### config.mk
export PLATFORM = sky130hd
export DESIGN_NAME = alu_driver
export DESIGN_NICKNAME = d
export VERILOG_FILES = /design/src/rtl/alu_pkg.sv /design/src/rtl/alu_driver.sv
export SDC_FILE = /design/constraint.sdc
export NUM_CORES = 1
export LEC_CHECK = 0
export CORE_ASPECT_RATIO = 0.8
export CORE_MARGIN = 2
export CORE_UTILIZATION = 41
export DETAILED_ROUTE_END_ITERATION = 16
export PLACE_DENSITY = 0.79
export SKIP_CTS_REPAIR_TIMING = 1
export SLEW_MARGIN = 20
export SYNTH_ARGS = -nofsm -noshare
export SYNTH_HDL_FRONTEND = slang
export SYNTH_SLANG_ARGS = --single-unit
export TNS_END_PERCENT = 30
### constraint.sdc
create_clock -name clk_i -period 1.89 [get_ports clk_i]
set_clock_uncertainty 0.15 [all_clocks]
set_input_delay 0.378 -clock clk_i [delete_from_list [all_inputs] [get_ports clk_i]]
set_output_delay 0.378 -clock clk_i [all_outputs]
set_load 0.05 [all_outputs]
### src/rtl/alu_pkg.sv
// Shared ALU definitions: operation codes driven on ctl and the driver FSM state type.
package alu_pkg;

    typedef enum logic [2:0] {
        ALU_OP_ZERO = 3'd0,
        ALU_OP_ONE  = 3'd1,
        ALU_OP_A    = 3'd2,
        ALU_OP_B    = 3'd3,
        ALU_OP_ADD  = 3'd4,
        ALU_OP_SUB  = 3'd5,
        ALU_OP_AND  = 3'd6,
        ALU_OP_OR   = 3'd7
    } alu_op_t;

    typedef enum logic [1:0] {
        IDLE,
        WAIT,
        ISSUE,
        RESULT
    } drv_state_t;

endpackage

### src/rtl/alu_driver.sv
// ALU front end: holds one command until the frame tick, issues it for one cycle, holds the result.
// Optional flags_o output ({neg,zero} of C) is enabled by defining ALU_DRIVER_FLAGS_EN.
module alu_driver
    import alu_pkg::*;
#(
    parameter int unsigned WIDTH = 8
) (
    input  logic                 clk_i,
    input  logic                 rst_n_i,
    input  logic                 tick_i,
    input  logic                 cmd_valid_i,
    output logic                 cmd_ready_o,
    input  logic [2:0]           cmd_op_i,
    input  logic                 cmd_chain_i,
    input  logic [WIDTH-1:0]     cmd_a_i,
    input  logic [WIDTH-1:0]     cmd_b_i,
    output logic                 en_o,
    output logic [2:0]           ctl_o,
    output logic [2*WIDTH-1:0]   AB_o,
    input  logic [2*WIDTH-1:0]   BC_i,
    output logic                 res_valid_o,
    input  logic                 res_ready_i,
    output logic [WIDTH-1:0]     res_b_o,
`ifdef ALU_DRIVER_FLAGS_EN
    output logic [WIDTH-1:0]     res_c_o,
    output logic [1:0]           flags_o
`else
    output logic [WIDTH-1:0]     res_c_o
`endif
);

    drv_state_t           state_q, state_d;
    alu_op_t              op_q, op_d;
    logic [2*WIDTH-1:0]   ab_q, ab_d;
    logic [2*WIDTH-1:0]   hist_q, hist_d;
    logic [WIDTH-1:0]     res_b_q, res_b_d;
    logic [WIDTH-1:0]     res_c_q, res_c_d;

    always_ff @(posedge clk_i) begin
        if (!rst_n_i) begin
            state_q <= IDLE;
            op_q    <= ALU_OP_ZERO;
            ab_q    <= '0;
            hist_q  <= '0;
            res_b_q <= '0;
            res_c_q <= '0;
        end else begin
            state_q <= state_d;
            op_q    <= op_d;
            ab_q    <= ab_d;
            hist_q  <= hist_d;
            res_b_q <= res_b_d;
            res_c_q <= res_c_d;
        end
    end

    always_comb begin
        state_d     = state_q;
        op_d        = op_q;
        ab_d        = ab_q;
        hist_d      = hist_q;
        res_b_d     = res_b_q;
        res_c_d     = res_c_q;
        cmd_ready_o = 1'b0;
        en_o        = 1'b0;
        ctl_o       = '0;
        AB_o        = '0;
        res_valid_o = 1'b0;

        case (state_q)
            IDLE: begin
                cmd_ready_o = 1'b1;
                if (cmd_valid_i) begin
                    op_d    = alu_op_t'(cmd_op_i);
                    ab_d    = cmd_chain_i ? hist_q : {cmd_a_i, cmd_b_i};
                    state_d = WAIT;
                end
            end
            // A tick coincident with the accept is seen only from IDLE, so it never issues.
            WAIT: begin
                if (tick_i) begin
                    state_d = ISSUE;
                end
            end
            ISSUE: begin
                en_o    = 1'b1;
                ctl_o   = op_q;
                AB_o    = ab_q;
                res_b_d = BC_i[2*WIDTH-1:WIDTH];
                res_c_d = BC_i[WIDTH-1:0];
                hist_d  = BC_i;
                state_d = RESULT;
            end
            RESULT: begin
                res_valid_o = 1'b1;
                if (res_ready_i) begin
                    state_d = IDLE;
                end
            end
            default: begin
                state_d = IDLE;
            end
        endcase
    end

    assign res_b_o = res_b_q;
    assign res_c_o = res_c_q;

`ifdef ALU_DRIVER_FLAGS_EN
    logic [1:0] flags_q, flags_d;

    always_ff @(posedge clk_i) begin
        if (!rst_n_i) begin
            flags_q <= '0;
        end else begin
            flags_q <= flags_d;
        end
    end

    always_comb begin
        flags_d = flags_q;
        if (state_q == ISSUE) begin
            flags_d = {BC_i[WIDTH-1], ~|BC_i[WIDTH-1:0]};
        end
    end

    assign flags_o = flags_q;
`endif

endmodule

# Yosys cells after proc, flatten, opt, wreduce, memory -nomap -nowiden
# Index checks and enable logic that the tools add are counted.
# word_totals
input_bits	41
regBits	53
output_inout_bits	38
wordCells	25
# op_classes
n_eq_ne	6
mux	10
reduce_logical	3
# ops
operator	n
two-way mux 16 bit	2
case mux 2 bit (4 select lines)	1
two-way mux 2 bit	3
!= test 2 bit (second input constant)	3
== test 2 bit (second input constant)	2
two-way mux 1 bit	3
two-way mux 3 bit	1
AND reduction 3 bit	1
== test 2 x 1 -> 1 bit (second input constant)	1
logical NOT 2 bit	1
AND reduction 2 bit	1

# Longest topological paths before layout
# logic_depth
ltp_word	3
mapped_depth	7
mapped_depth_nobuf	5

# Least setup slack after synthesis
# OpenSTA, ideal clock, no wires.
# synth_timing
path_kind	reg2out
from	register state_q[0]
to	output AB_o[11]
t_arrival_ns	1.895
path_slack_ns	-0.533
path_buffers	3
path_stages_with_launch	7
path_cell_list	dfxtp_1 > inv_1 > ha_1 > buf_6 > clkbuf_2 > clkbuf_1 > and2_1
# synth_via
elab_chain_cells	2
# synth_rtl
element	line_no	rtl
from (decl)	alu_driver.sv:32	drv_state_t state_q, state_d;
from (signal assigned)	alu_driver.sv:48	state_q <= state_d;
== test 2 bit	alu_driver.sv:70	case (state_q)
two-way mux 16 bit	alu_driver.sv:70	
to (decl)	alu_driver.sv:19	output logic [2*WIDTH-1:0] AB_o,
# Every way passes these cells.

# Worst setup path in the final report
# layout_timing
from	register state_q[0]
to	output AB_o[5]
# Same word-level chain as after synthesis.

==> impl_results.md <==
* Status: finished clean
* Total track usage at 18.6%
* Clock-pin slew on the worst setup and hold paths at 70 ps
* Final Power at 0.00386 W
* Die Ht at 62.6 µm
* Cell row count at 21
* Root buffer cell: clkbuf_8
* Maximum Capacitance Violations at 0
* Die Span X at 77.3 µm
* Ys Warns at 0
* DRC violations left at 0
* Hold endpoint: op_q[2]
* Drt total wl at 4.44 mm
* Min-delay src: op_q[2]
* Post-DRT Antenna Nets at 0
* Clock share of power at 15.8%
* Area post-placement at between 0.002 and 0.003 mm²
* Endpoints failing setup at 0
* H-tree lvl count at 2
* Num ports at 79
* WHS Path Cells at 2
* Syn_nets at around 220
* Avg Inst Size Synth at 9.95 µm²
* 1st-iter DRT viols at 38
* Share of the synthesized area in the top cell type at 42.1%
* R2R Setup Slk at 210 ps
* Switch share at 39.1%
* Drt wl/cell at 13.7 µm
* Layout cell share with drive strength beyond 1 at 32.0%
* Slew headroom at about two thirds
* Overflow after GRT at 0
* Worst-Skew Late Latency at 290 ps
* P&R area growth vs syn at 74.6%
* Antenna cell count at 0
* Worst Hold Class: flop to flop
* Most common cell after layout, fill and taps aside: clkdlybuf4s50_1
* Synth Register Bits at 37
* Dpl cells at ~300
* Final hold slack at around 310 ps
* Cell Area, Synth at 0.00176 mm²
* Share of the yosys chip area belonging to registers at 42.1%
* Critical path class: flop to output pin
* Layout Nets at 310
* Power Density at about 1300 mW/mm²
* Largest net degree at the start of global routing at 39
* Period minus WS final at 1860 ps
* Combinational fraction of design power at 54.8%
* Critical Path Source Type: flop
* Die area at between 0.004 and 0.005 mm²
* CP Capture Type: output pin
* DR vias at approximately 1500
* CTS tree: yes
* Reg2reg path depth at 4
* R2R Path End: state_q[1]
* Fmax achieved at ~540 MHz
* Portion of total power attributed to sequential cells at about 30%
* Final instance area at just over 0.003 mm²
* DRT Pass-1 Iters at 4
* Core area at 0.00415 mm²
* Mapped Cells at 177
* CTS Buf Count at 5
* Final slew viol count at 0
* Synth area leader: dfxtp_1
* Leakage Power at 1.44 nW
* FF-to-FF Start: state_q[0]
* Most frequent cells in the layout: clkdlybuf4s50_1 (40), dfxtp_1 (35), mux2i_1 (33), buf_4 (27), buf_12 (26)
* Post-DR vias/cell at 4.77
* Top cells by area, synth: dfxtp_1 (42%), mux2i_1 (19%), o211a_1 (9.7%), and2_1 (7.1%), nor2b_1 (5.7%)
* Finished Core Util at 74.0%
* Detailed placement HPWL at 2.97 mm
* Distinct cell type count after synthesis at 17
* Final hold violations at 0
* Antenna violations before repair at 0
* Routability cong. at 0.741
* Non-Filler Instances at 323
* # clock sinks at 37
* CP startpoint: state_q[0]
* Clk buf depth at 2
* Switching power at 0.00151 W
* CP Data Required Time at 1360 ps
* Final period utilization at around 98%
* PortBufs at approximately 80
* Peak VDD IR at 0.784 mV
* Critical path data arrival time at 1330 ps
* Vias in the first global route at 1529
* P_int at 0.00235 W
* Worst slew pin tran at 470 ps
* Largest fanout on the critical path at 11
* Initial Utilization at between 40% and 50%
* First-pass GRT wire length at 7.15 mm
## through the flow
stage	setup TNS, ps	worst slack (ps)
floorplan	-522	-38.2
global placement	0	96.2
detailed placement	0	54.2
CTS	-4470	-268
global route	-71.4	-8.32
finish	0	32.1
## final cells by class
class | instances | area [µm²]
clock buffer | 7 | 96.3
fill | 322 | 1080
timing repair buffer | 95 | 1160
tap | 57 | 71.3
clock inverter | 1 | 5.00
inverter | 5 | 18.8
multi-input combinational | 121 | 976
sequential | 37 | 743
## Yosys cell counts
cell,number
a222oi_1,1
clkbuf_2,1
o211a_1,17
clkbuf_1,4
mux2i_1,33
inv_1,5
buf_4,2
a21boi_0,3
nor2b_1,16
nand2_1,25
ha_1,4
buf_2,5
dfxtp_1,37
and2_1,20
or2_0,1
a221o_1,1
buf_6,2
## metal layers
layer | GRT usage, % | routed length, µm | vias to the layer above
li1 | - | - | 768
met1 | 22.7 | 1990 | 705
met2 | 29.3 | 1970 | 63
met3 | 7.80 | 422 | 5
met4 | 6.92 | 62 | 0
met5 | 0 | 0 | -
## worst max path at each step
| stage | end | slack, ps | cells after the start |
|---|---|---|---|
| floorplan | AB_o[10] | -40 | 5 |
| global placement | AB_o[0] | 100 | 4 |
| detailed placement | AB_o[1] | 50 | 4 |
| CTS | AB_o[1] | -270 | 4 |
| global route | AB_o[7] | -8 | 5 |
| finish | AB_o[5] | 30 | 5 |
## power groups by stage
stage / Sequential, W / Combinational (W) / Clock, W
4_1_cts: 0.00113 / 0.00188 / 0.000627
5_1_grt: 0.00116 / 0.00225 / 0.000663
6_report: 0.00114 / 0.00211 / 0.000609
2_1_floorplan: 0.00136 / 0.00101 / 0
3_5_place_dp: 0.00115 / 0.00188 / 0
3_3_place_gp: 0.00114 / 0.00185 / 0
## cells by family (layout without fill, tap and decap cells)
family	Yosys count	count (layout)	share of synthesized area, %
muxes	33	33	18.8
buffers and inverters	19	108	5.76
and+or+nand+nor	62	62	18.5
adders and majority gates	4	4	2.84
DFF	37	37	42.1
AOI/OAI and AO/OA	22	22	12.1
## critical path, cell delays in order (launching register included)
cell,delay [ps]
dfxtp_2,350
inv_2,60
ha_4,190
buf_12,150
and2_4,160
buf_12,140
## registers in the layout, indices dropped and copies added, names as in the netlist
name,count
op_q,3
hist_q,16
ab_q,16
state_q,2
Power figures use the tool's default switching activity.
